## config.mk

```make
export PLATFORM = sky130hd
export DESIGN_NAME = hazard_ctrl_unit
export DESIGN_NICKNAME = d
export VERILOG_FILES = /design/src/rtl/hazard_pkg.sv /design/src/rtl/hazard_src_match.sv /design/src/rtl/hazard_ctrl_unit.sv
export SDC_FILE = /design/constraint.sdc
export NUM_CORES = 1
export LEC_CHECK = 0
export CAP_MARGIN = 20
export CORE_MARGIN = 2
export CORE_UTILIZATION = 43
export DETAILED_ROUTE_END_ITERATION = 8
export PLACE_DENSITY = 0.75
export SLEW_MARGIN = 20
export SYNTH_ARGS = -nofsm -noshare
export SYNTH_HDL_FRONTEND = slang
export SYNTH_SLANG_ARGS = --single-unit
```

## constraint.sdc

```tcl
create_clock -name clk -period 1.9 [get_ports clk]
set_input_delay 0.38 -clock clk [delete_from_list [all_inputs] [get_ports clk]]
set_output_delay 0.38 -clock clk [all_outputs]
set_load 0.02 [all_outputs]
```

## src/rtl/hazard_pkg.sv

```systemverilog
// Shared definitions for the RV32I hazard/pipeline-control unit.
// The cause enum is the single decision that drives every control output.
package hazard_pkg;

    localparam int REG_AW_DEF = 5;
    localparam int X0         = 0;
    localparam int FLUSH_W    = 3;

    typedef enum logic [2:0] {
        NONE,
        FREEZE,
        STALL_LOAD,
        STALL_BR_EX,
        STALL_BR_MEM,
        REDIRECT,
        FLUSH_TAIL
    } hazard_cause_e;

endpackage

```

## src/rtl/hazard_src_match.sv

```systemverilog
// Compares one producer destination register against all ID source ports.
// Register x0 never produces a hazard; unused ports never match.
module hazard_src_match
    import hazard_pkg::*;
#(
    parameter int NUM_SRC = 2,
    parameter int REG_AW  = REG_AW_DEF
) (
    input  logic [NUM_SRC*REG_AW-1:0] rs,
    input  logic [NUM_SRC-1:0]        rs_used,
    input  logic [REG_AW-1:0]         rd,
    output logic                      hit
);

    logic [NUM_SRC-1:0] port_hit;

    for (genvar i = 0; i < NUM_SRC; i++) begin : g_port
        assign port_hit[i] = rs_used[i] && (rd != REG_AW'(X0)) &&
                             (rs[i*REG_AW +: REG_AW] == rd);
    end

    assign hit = |port_hit;

endmodule

```

## src/rtl/hazard_ctrl_unit.sv

```systemverilog
// Hazard detection, memory freeze, redirect flush sequencing and
// saturating stall/freeze counters for the five-stage RV32I pipeline.
module hazard_ctrl_unit
    import hazard_pkg::*;
#(
    parameter int NUM_SRC     = 2,
    parameter int REG_AW      = REG_AW_DEF,
    parameter int IMEM_LAT    = 1,
    parameter int MEM_TIMEOUT = 255,
    parameter int CNT_W       = 16
) (
    input  logic                      clk,
    input  logic                      reset,
    input  logic                      idex_reg_write,
    input  logic                      idex_mem_read,
    input  logic [REG_AW-1:0]         idex_rd,
    input  logic                      exmem_mem_read,
    input  logic [REG_AW-1:0]         exmem_rd,
    input  logic [NUM_SRC*REG_AW-1:0] ifid_rs,
    input  logic [NUM_SRC-1:0]        ifid_rs_used,
    input  logic                      id_needs_operands,
    input  logic                      jump_taken,
    input  logic                      mem_req,
    input  logic                      mem_ready,
    output logic                      pc_write,
    output logic                      ifid_write,
    output logic                      idex_write,
    output logic                      exmem_write,
    output logic                      idex_bubble,
    output logic                      ifid_flush,
    output logic                      mem_timeout,
    output logic [CNT_W-1:0]          stall_cycles,
    output logic [CNT_W-1:0]          freeze_cycles
);

    localparam int WAIT_W = $clog2(MEM_TIMEOUT + 1);

    logic                hit_ex, hit_mem;
    logic [FLUSH_W-1:0]  flush_cnt;
    logic [WAIT_W-1:0]   wait_cnt;
    hazard_cause_e       cause;
    logic                is_stall;

    hazard_src_match #(.NUM_SRC(NUM_SRC), .REG_AW(REG_AW)) u_match_ex (
        .rs(ifid_rs), .rs_used(ifid_rs_used), .rd(idex_rd), .hit(hit_ex)
    );

    hazard_src_match #(.NUM_SRC(NUM_SRC), .REG_AW(REG_AW)) u_match_mem (
        .rs(ifid_rs), .rs_used(ifid_rs_used), .rd(exmem_rd), .hit(hit_mem)
    );

    // Highest-priority cause wins; jump_taken is dropped while ID operands are stalled.
    always_comb begin
        cause = NONE;
        if (mem_req && !mem_ready)                                cause = FREEZE;
        else if (idex_mem_read && hit_ex)                         cause = STALL_LOAD;
        else if (idex_reg_write && id_needs_operands && hit_ex)   cause = STALL_BR_EX;
        else if (exmem_mem_read && id_needs_operands && hit_mem)  cause = STALL_BR_MEM;
        else if (jump_taken)                                      cause = REDIRECT;
        else if (flush_cnt != '0)                                 cause = FLUSH_TAIL;
    end

    assign is_stall = (cause == STALL_LOAD) || (cause == STALL_BR_EX) ||
                      (cause == STALL_BR_MEM);

    always_comb begin
        pc_write    = 1'b1;
        ifid_write  = 1'b1;
        idex_write  = 1'b1;
        exmem_write = 1'b1;
        idex_bubble = 1'b0;
        ifid_flush  = 1'b0;
        case (cause)
            FREEZE: begin
                pc_write    = 1'b0;
                ifid_write  = 1'b0;
                idex_write  = 1'b0;
                exmem_write = 1'b0;
            end
            STALL_LOAD, STALL_BR_EX, STALL_BR_MEM: begin
                pc_write    = 1'b0;
                ifid_write  = 1'b0;
                idex_bubble = 1'b1;
            end
            REDIRECT, FLUSH_TAIL: ifid_flush = 1'b1;
            default: ;
        endcase
    end

    always_ff @(posedge clk or posedge reset) begin
        if (reset) begin
            flush_cnt     <= '0;
            wait_cnt      <= '0;
            mem_timeout   <= 1'b0;
            stall_cycles  <= '0;
            freeze_cycles <= '0;
        end else begin
            case (cause)
                REDIRECT:   flush_cnt <= FLUSH_W'(IMEM_LAT);
                FLUSH_TAIL: flush_cnt <= flush_cnt - 1'b1;
                default: ;
            endcase

            // Timeout is flagged on the edge where the consecutive count reaches the limit.
            if (cause == FREEZE) begin
                if (wait_cnt != WAIT_W'(MEM_TIMEOUT))
                    wait_cnt <= wait_cnt + 1'b1;
                if (wait_cnt >= WAIT_W'(MEM_TIMEOUT - 1))
                    mem_timeout <= 1'b1;
                if (freeze_cycles != '1)
                    freeze_cycles <= freeze_cycles + 1'b1;
            end else begin
                wait_cnt <= '0;
            end

            if (is_stall && stall_cycles != '1)
                stall_cycles <= stall_cycles + 1'b1;
        end
    end

endmodule

```

# After elaboration in Yosys (flattened, before gate mapping)
# Index checks and enable logic that the tools add are counted.
# word_totals
ff_bits	44
output_inout_bits	39
ramBits	0
mem_count	0
latch_bits	0
rom_bits	0
# op_classes
div_mod_pow	0
n_mux	13
mul	0
eq_ne	14
add_sub_neg	4
shifts	0
order_cmp	1
reduce_logical	29
n_bitwise	0
# ops
operator	count
adder 16 x 1 -> 16 bit (second input constant)	2
inequality test 16 bit (second input constant)	2
== test 5 bit	4
two-way mux 3 bit	6
two-way mux 8 bit	2
logical AND 1 bit	15
nonzero test 5 bit	2
== test 3 bit (second input constant)	3
adder 8 x 1 -> 8 bit (second input constant)	1
greater-or-equal comparator 8 bit (second input constant)	1
inequality test 8 bit (second input constant)	1
== test 3 x 2 -> 1 bit (second input constant)	2
one-hot mux 3 bit (2 select lines)	1
OR reduction 2 bit	3
two-way mux 1 bit	4
AND reduction 2 bit	2
OR reduction 4 bit	1
== test 3 x 1 -> 1 bit (second input constant)	1
nonzero test 3 bit	1
OR reduction 3 bit	1
subtractor 3 x 1 -> 3 bit (second input constant)	1
logical OR 1 bit	2
inequality test 2 x 1 -> 1 bit (second input constant)	1
nonzero test 2 bit	1
logical NOT 1 bit	1

# Logic depth before layout (Yosys ltp)
# Gate-level depths: netlist of run 1.
# depth
depth_word	13
mapped_depth	8

# Hierarchy
# From an unflattened synthesis of run 1, not the netlist that was laid out.
# hier_totals
hier_cells	250
hier_area_um2	2492.4
# by_module_without_submodules
mod	seq_area_each_um2	area_per_inst_um2	instances	cells_per_inst
hazard_ctrl_unit	1101.1	2227.1	1	216
hazard_src_match	0.0	132.6	2	17

# Least setup slack after synthesis of run 1
# OpenSTA, ideal clock, no wires.
# synth_timing
path_type	input to output
startpoint	input port exmem_rd[0]
endpoint	output port ifid_flush
t_required_ns	1.520
t_arrival_ns	1.762
slack_ns	-0.242
cell_stages	5
n_path_buf	0
path_cell_list	or3_1 > o311a_1 > a22oi_4 > nand2_2 > a21oi_1
# synth_between
elab_chain_len	12
word_cells_on_any_way	17
cone_classes	4 x eq/ne; 5 x mux; 8 x reduce/logical
# synth_lines
item	line	text
from (decl)	hazard_ctrl_unit.sv:18	input logic [REG_AW-1:0] exmem_rd,
nonzero test 5 bit	hazard_src_match.sv:18	assign port_hit[i] = rs_used[i] && (rd != REG_AW'(X0)) &&
logical AND 1 bit (2 in a row)	hazard_src_match.sv:18	
OR reduction 2 bit *	hazard_src_match.sv:22	assign hit = |port_hit;
logical AND 1 bit *	hazard_ctrl_unit.sv:58	else if (exmem_mem_read && id_needs_operands && hit_mem) cause = STALL_BR_MEM;
two-way mux 3 bit *	hazard_ctrl_unit.sv:58	
two-way mux 3 bit *	hazard_ctrl_unit.sv:57	else if (idex_reg_write && id_needs_operands && hit_ex) cause = STALL_BR_EX;
two-way mux 3 bit *	hazard_ctrl_unit.sv:56	else if (idex_mem_read && hit_ex) cause = STALL_LOAD;
two-way mux 3 bit *	hazard_ctrl_unit.sv:55	if (mem_req && !mem_ready) cause = FREEZE;
== test 3 bit	hazard_ctrl_unit.sv:73	case (cause)
OR reduction 2 bit *	hazard_ctrl_unit.sv:73	
two-way mux 1 bit *	hazard_ctrl_unit.sv:73	
to (decl)	hazard_ctrl_unit.sv:30	output logic ifid_flush,
# Every way passes the cells marked *; elsewhere a longest branch is shown, timed or not.

# Worst setup path in the final report of run 1
# layout_timing
startpoint	input port exmem_rd[1]
endpoint	output port ifid_flush
# The elaborated chain is that of the path after synthesis.

==> results.py, run 1 <==
metrics = {
    "global_routing": {
        "grt_overflow_total": 0,
        "gr-usage-met2_pct": 32.50,
        "grt-busiest-layer": "met2",
        "met1_usage_pct": 25.28,
        "grt_start_max_net_pins": 16,
        "grt_util_all_layers_pct": 19.24,
        "grt_pass1_vias": 2065,
        "grt_antenna_before_repair": 0,
        "grt_pass1_wl_mm": 9.432,
        "grt_util_met3_pct": 3.448,
    },
    "clock_network": {
        "cts_hold_buf": 0,
        "cts.htree.levels": 2,
        "numCtsBuffers": 5,
        "clk_pin_slew_ns": 0.09,
        "clk_path_buf_depth": 2,
        "cts_tree": "built",
        "clk_latency_ns": 0.29,
        "root_buffer": "clkbuf_8",
        "numClockSinks": 44,
    },
    "final_layout": {
        "instances_no_fill": 405,
        "multi_input_area_mm2": 0.001395,
        "regArea_mm2": 0.001104,
        "drive_gt1_share_pct": 30.75,
        "final_area_mm2": 0.003625,
        "fin_nets": 371,
        "antennaDiodeCount": 0,
        "area_growth_pct": 53.69,
        "final_cell_mix": "dfrtp_1, clkdlybuf4s50_1, xnor2_1",
        "fillers": 398,
        "fin_util_pct": 69.64,
    },
    "detailed_routing": {
        "wl_mm": 5.806,
        "drt-vias-per-instance": 5.131,
        "dr.pass1.iters": 4,
        "detail-route-antenna-nets": 0,
        "wl_per_cell_um": 14.34,
        "first_iter_violations": 83,
        "remaining_drc_errors": 0,
        "num_vias": 2078,
    },
    "critical_path": {
        "critPathKind": "input pin to output port",
        "worstSetupEndpointType": "output port",
        "critPathTopFamily": "compound AO/OA/AOI/OAI gates",
        "cp-start-kind": "input pin",
        "crit_buf_inv": 2,
        "cp_cell_sequence": "buf_6 > or3_4 > o311a_4 > a22oi_4 > nand2_2 > a21oi_2 > buf_4",
        "crit_slowest_cell": "or3_4",
        "required_ns": 1.52,
        "cp_max_fo": 3,
        "worstPathArrival_ns": 1.71,
        "cp_slowest_stage_delay_ns": 0.38,
    },
    "sta": {
        "rsz0062_at_grt": "true",
        "hold_viol": 0,
        "fmax_mhz": 479.0,
        "setup_slack_ns": -0.1875,
        "worst_slew_pin_slew_ns": 0.5520,
        "relSlewSlack_pct": 62.97,
        "min_period_over_period_pct": 109.9,
        "slew_violations": 0,
        "period_minus_slack_ns": 2.088,
        "setup_viol": 19,
        "clock_skew_ns": 0.007963,
    },
    "placement": {
        "port_buffers": 69,
        "hpwlAfterDp_mm": 4.270,
        "place_congestion": 0.8074,
        "dpl_cell_area_mm2": 0.003366,
        "dp_slack_ns": -1.013,
        "dp.cells": 392,
    },
    "synth": {
        "yosys_warnings": 0,
        "synth_edf_count": 0,
        "yosysSeqAreaShare_pct": 46.68,
        "synth_area_per_cell_um2": 10.34,
        "synth_cell_types": 35,
        "syn_area_mm2": 0.002359,
        "synth_top_area_share_pct": 46.68,
        "ys.flop_type": "dfrtp_1",
        "synth_area_leader_cell": "dfrtp_1",
        "postSynthCellCount": 228,
        "synth_nets": 265,
        "ys_ff_latch": 44,
        "ys_async_sr_fraction_pct": 100.0,
        "ys_top_cells_by_area": "dfrtp_1, xnor2_1, nand4_1, nand3_1, ha_1",
    },
    "outcome": {
        "status": "finished, violations left",
        "failed_checks": "negative setup slack",
    },
    "floorplanning": {
        "initial_utilization_pct": 45.31,
        "die_h_um": 78.06,
        "dieWidth_um": 78.06,
        "row_count": 26,
        "dieArea_mm2": 0.006093,
        "core_mm2": 0.005205,
        "io_pins": 70,
    },
    "power_and_ir_drop": {
        "p_leak_nw": 1.647,
        "vdd_drop_max_uv": 510.0,
        "power_w": 0.002671,
        "power_density_mw_per_mm2": 737.0,
    },
    "worst_hold_path": {
        "hold_path_class": "input pin to async pin",
    },
    "run": {
        "maxCapViolCount": 0,
    },
}
-- report_power, final --
group	internal (W)	switching, W	leakage, nW	total (W)
combinational	0.000509	0.000458	1.01	0.000966
sequential	0.00105	0.0000846	0.593	0.00113
clock	0.000256	0.000315	0.0479	0.000571
-- registers in the layout, indices dropped and copies added (netlist names) --
register and count:
flush_cnt 3, freeze_cycles 16, mem_timeout 1, stall_cycles 16, wait_cnt 8
-- synth_stat cells (2+ instances only) --
cell type / count
nand3_1: 18
ha_1: 6
a21oi_1: 3
nor2_1: 16
and4_1: 3
inv_1: 7
or3_1: 2
buf_2: 2
xnor2_1: 44
dfrtp_1: 44
a31oi_1: 6
and3_1: 10
nand4_1: 16
mux2_2: 3
nand2_1: 12
o22ai_1: 3
xor2_1: 8
o21ai_0: 5
nor3_1: 3
buf_4: 2
-- worst paths after layout --
| kind | start | end | slack [ns] | cells after the start |
|---|---|---|---|---|
| worst min register to register | stall_cycles[10] | stall_cycles[10] | 0.49 | 1 |
| min in group clk | stall_cycles[10] | stall_cycles[10] | 0.49 | 1 |
| worst max-delay path | exmem_rd[1] | ifid_flush | -0.19 | 7 |
| worst min-delay path | reset | wait_cnt[6] | 0.38 | 2 |
| worst max register to register | stall_cycles[7] | stall_cycles[1] | 0 | 6 |
| max in group asynchronous | reset | freeze_cycles[7] | 1.05 | 3 |
-- area by class of cell --
cell class              count  area share, %
flip-flops and latches     44          30.45
well taps                  70          2.416
inverters                   8         0.8284
clock buffers               5          1.899
multi-input cells         171          38.49
clock inverters             3         0.5178
repair buffers            104          25.41
-- logic make-up after synthesis --
group / after synthesis / synth area share [%]
AOI/OAI and AO/OA: 25 / 8.011
buffers and inverters: 13 / 2.493
DFF: 44 / 46.68
muxes: 3 / 1.432
adders and majority gates: 6 / 3.183
xor gates and xnor gates: 52 / 19.31
and+or+nand+nor: 85 / 18.89
-- layer usage --
metal  part of all wire, %  wire length [um]  vias to the layer above
li1                      -                 -                     1014
met1                    45              2601                     1011
met5                     0                 0                        -
met2                    50              2879                       48
met4                   1.0                59                        0
met3                   4.6               265                        5
-- per-stage QoR --
step	hold WS, ns	TNS (ns)
finish	0.3769	-1.774
global route	0.4287	-3.385
CTS	0.3882	-2.789
detailed placement	0.4755	-19.52
global placement	0.4769	-18.74
floorplan	0.4908	-0.3887
-- repair_timing --
action | in CTS | in global routing
pin swaps | 17 | 19
buffers inserted | 3 | 3
endpoints found under the setup margin | 25 | 28
cloned | 0 | 0
gates resized for setup | 67 | 60
(Power assumes the default switching activity.)
==> inputs of run 2 (changes only) <==
--- a/config.mk
+++ b/config.mk
@@ -5,6 +5,7 @@
 export SDC_FILE = /design/constraint.sdc
 export NUM_CORES = 1
 export LEC_CHECK = 0
+export ABC_CLOCK_PERIOD_IN_PS = 1900
 export CAP_MARGIN = 20
 export CORE_MARGIN = 2
 export CORE_UTILIZATION = 43
@@ -14,3 +15,4 @@
 export SYNTH_ARGS = -nofsm -noshare
 export SYNTH_HDL_FRONTEND = slang
 export SYNTH_SLANG_ARGS = --single-unit
+export TNS_END_PERCENT = 30
==> run 2 against run 1 <==
- the run still ends with negative setup slack left
- die area is the same
- first-iteration DRC count shrank 17%
- flip-flop and latch count stayed put
- cell count shrank 0.49%
- register-to-register slack is essentially flat
- total power rose by 5.2%
- via count rose by 2.7%
- wire length rose by 7.8%
- critical endpoint is now idex_bubble
- highest routed layer unchanged
==> results.py, run 2 (synthesis results as in run 1) <==
metrics = {
    "outcome": {
        "status": "finished, violations left",
        "failed_checks": "negative setup slack",
    },
    "critical_path": {
        "worstSetupEndpointType": "output port",
        "cp_max_fo": 2,
        "crit_top_cell": "buf_6",
        "critPathKind": "input pin to output port",
        "cp_cell_sequence": "buf_6 > or3_4 > o311a_1 > a22oi_4 > buf_6 > buf_4 > nor2_4 > buf_6",
        "worstPathArrival_ns": 1.72,
        "crit_slowest_cell": "or3_4",
        "critPathTopFamily": "compound AO/OA/AOI/OAI gates",
        "worstSetupStartpoint": "exmem_rd[0]",
        "r2r-start": "stall_cycles[0]",
        "required_ns": 1.52,
        "cp-start-kind": "input pin",
        "crit_buf_inv": 4,
        "cp_slowest_stage_delay_ns": 0.37,
    },
    "floorplanning": {
        "io_pins": 70,
        "row_count": 26,
        "initial_utilization_pct": 45.31,
        "core_mm2": 0.005205,
        "dieArea_mm2": 0.006093,
        "dieWidth_um": 78.06,
        "die_h_um": 78.06,
    },
    "final_layout": {
        "fin_nets": 371,
        "antennaDiodeCount": 0,
        "final_area_mm2": 0.003642,
        "final_cell_mix": "dfrtp_1, clkdlybuf4s50_1, xnor2_1",
        "area_growth_pct": 54.43,
        "layout_commonest_cell": "dfrtp_1",
        "reg_top3": "freeze_cycles (16), stall_cycles (16), wait_cnt (8)",
        "drive_gt1_share_pct": 30.93,
        "instances_no_fill": 403,
    },
    "sta": {
        "slew_violations": 0,
        "clock_skew_ns": 0.007582,
        "worst_slew_pin_slew_ns": 0.3117,
        "min_period_over_period_pct": 110.4,
        "relSlewSlack_pct": 79.14,
        "hold_viol": 0,
        "holdWs_ns": 0.4102,
        "period_minus_slack_ns": 2.097,
        "rsz0062_at_grt": "true",
        "fmax_mhz": 476.9,
        "setup_slack_ns": -0.1967,
        "setup_viol": 15,
    },
    "placement": {
        "dp_slack_ns": -1.010,
        "dpl_cell_area_mm2": 0.003346,
        "place_congestion": 0.8023,
        "dp.cells": 391,
        "hpwlAfterDp_mm": 4.422,
        "port_buffers": 69,
    },
    "worst_hold_path": {
        "hold_path_class": "input pin to async pin",
    },
    "run": {
        "maxCapViolCount": 0,
    },
    "power_and_ir_drop": {
        "power_density_mw_per_mm2": 771.5,
        "p_leak_nw": 1.626,
        "vdd_drop_max_uv": 627.8,
    },
    "global_routing": {
        "grt_util_met3_pct": 3.908,
        "grt_pass1_wl_mm": 10.48,
        "grt_pass1_vias": 2139,
        "gr-usage-met2_pct": 37.84,
        "met1_usage_pct": 28.07,
        "grt_util_all_layers_pct": 21.62,
        "grt_start_max_net_pins": 45,
        "grt-busiest-layer": "met2",
        "grt_antenna_before_repair": 0,
        "grt_overflow_total": 0,
    },
    "detailed_routing": {
        "wl_per_cell_um": 15.53,
        "first_iter_violations": 69,
        "drt-vias-per-instance": 5.295,
        "remaining_drc_errors": 0,
        "dr.pass1.iters": 4,
        "detail-route-antenna-nets": 0,
        "num_vias": 2134,
        "wl_mm": 6.260,
    },
    "clock_network": {
        "root_buffer": "clkbuf_8",
        "clk_path_buf_depth": 2,
        "cts_tree": "built",
        "numClockSinks": 44,
        "clk_pin_slew_ns": 0.08,
        "cts.htree.levels": 2,
        "numCtsBuffers": 5,
        "clk_latency_ns": 0.29,
    },
}
-- run 2: final timing paths --
check / end / slack, ns / cells past startpoint
min in group clk: mem_timeout / 0.49 / 1
worst max register to register: stall_cycles[10] / 0 / 8
worst min-delay path: freeze_cycles[5] / 0.41 / 3
max in group asynchronous: stall_cycles[8] / 1.27 / 3
worst min register to register: mem_timeout / 0.49 / 1
worst max-delay path: idex_bubble / -0.20 / 8
-- run 2: metal layers --
metal	vias to the layer above	part of all wire, %
met5	-	0
met4	0	0.73
met2	75	51
li1	1013	-
met3	4	4.5
met1	1042	44
-- run 2: power breakdown --
group	switching (W)	leakage (nW)	total [W]	internal, W
Combinational	0.000465	0.979	0.000985	0.000520
Clock	0.000295	0.0501	0.000672	0.000377
Sequential	0.000102	0.597	0.00115	0.00105
Total	0.000862	1.63	0.00281	0.00195
-- run 2: repair_timing --
item,in CTS,in global routing
gates resized for setup,140,33
endpoints found under the setup margin,25,30
hold buffers,0,0
cloned,1,0
pin swaps,30,21
setup buffers,6,3
endpoints found under the hold margin,0,0
-- run 2: metrics by stage --
step | util, % | total power (W) | setup TNS (ns)
floorplan | - | 0.001599 | -0.6922
global placement | 64.28 | 0.002046 | -16.58
detailed placement | 64.28 | 0.002073 | -18.22
CTS | 67.64 | 0.002785 | -3.483
global route | 69.98 | 0.002955 | -2.161
finish | 69.98 | 0.002810 | -0.9094
-- run 2: area by class of cell --
class	count	area, um^2
clock inverter	1	30.03
fill	403	1563
multi-input combinational	171	1399
tap	70	87.58
sequential	44	1101
inverter	8	30.03
clock buffer	5	68.82
timing repair buffer	104	925.9
-- run 2: worst reg2reg max path, delay by kind of cell (launching register included) --
kind	cells	cell delay [ns]
XOR/XNOR	1	0.13
adder cells (fa/ha/maj)	1	0.22
AO/OA/AOI/OAI	1	0.30
flip-flops	1	0.42
buffers and inverters	2	0.27
AND/OR/NAND/NOR	3	0.43
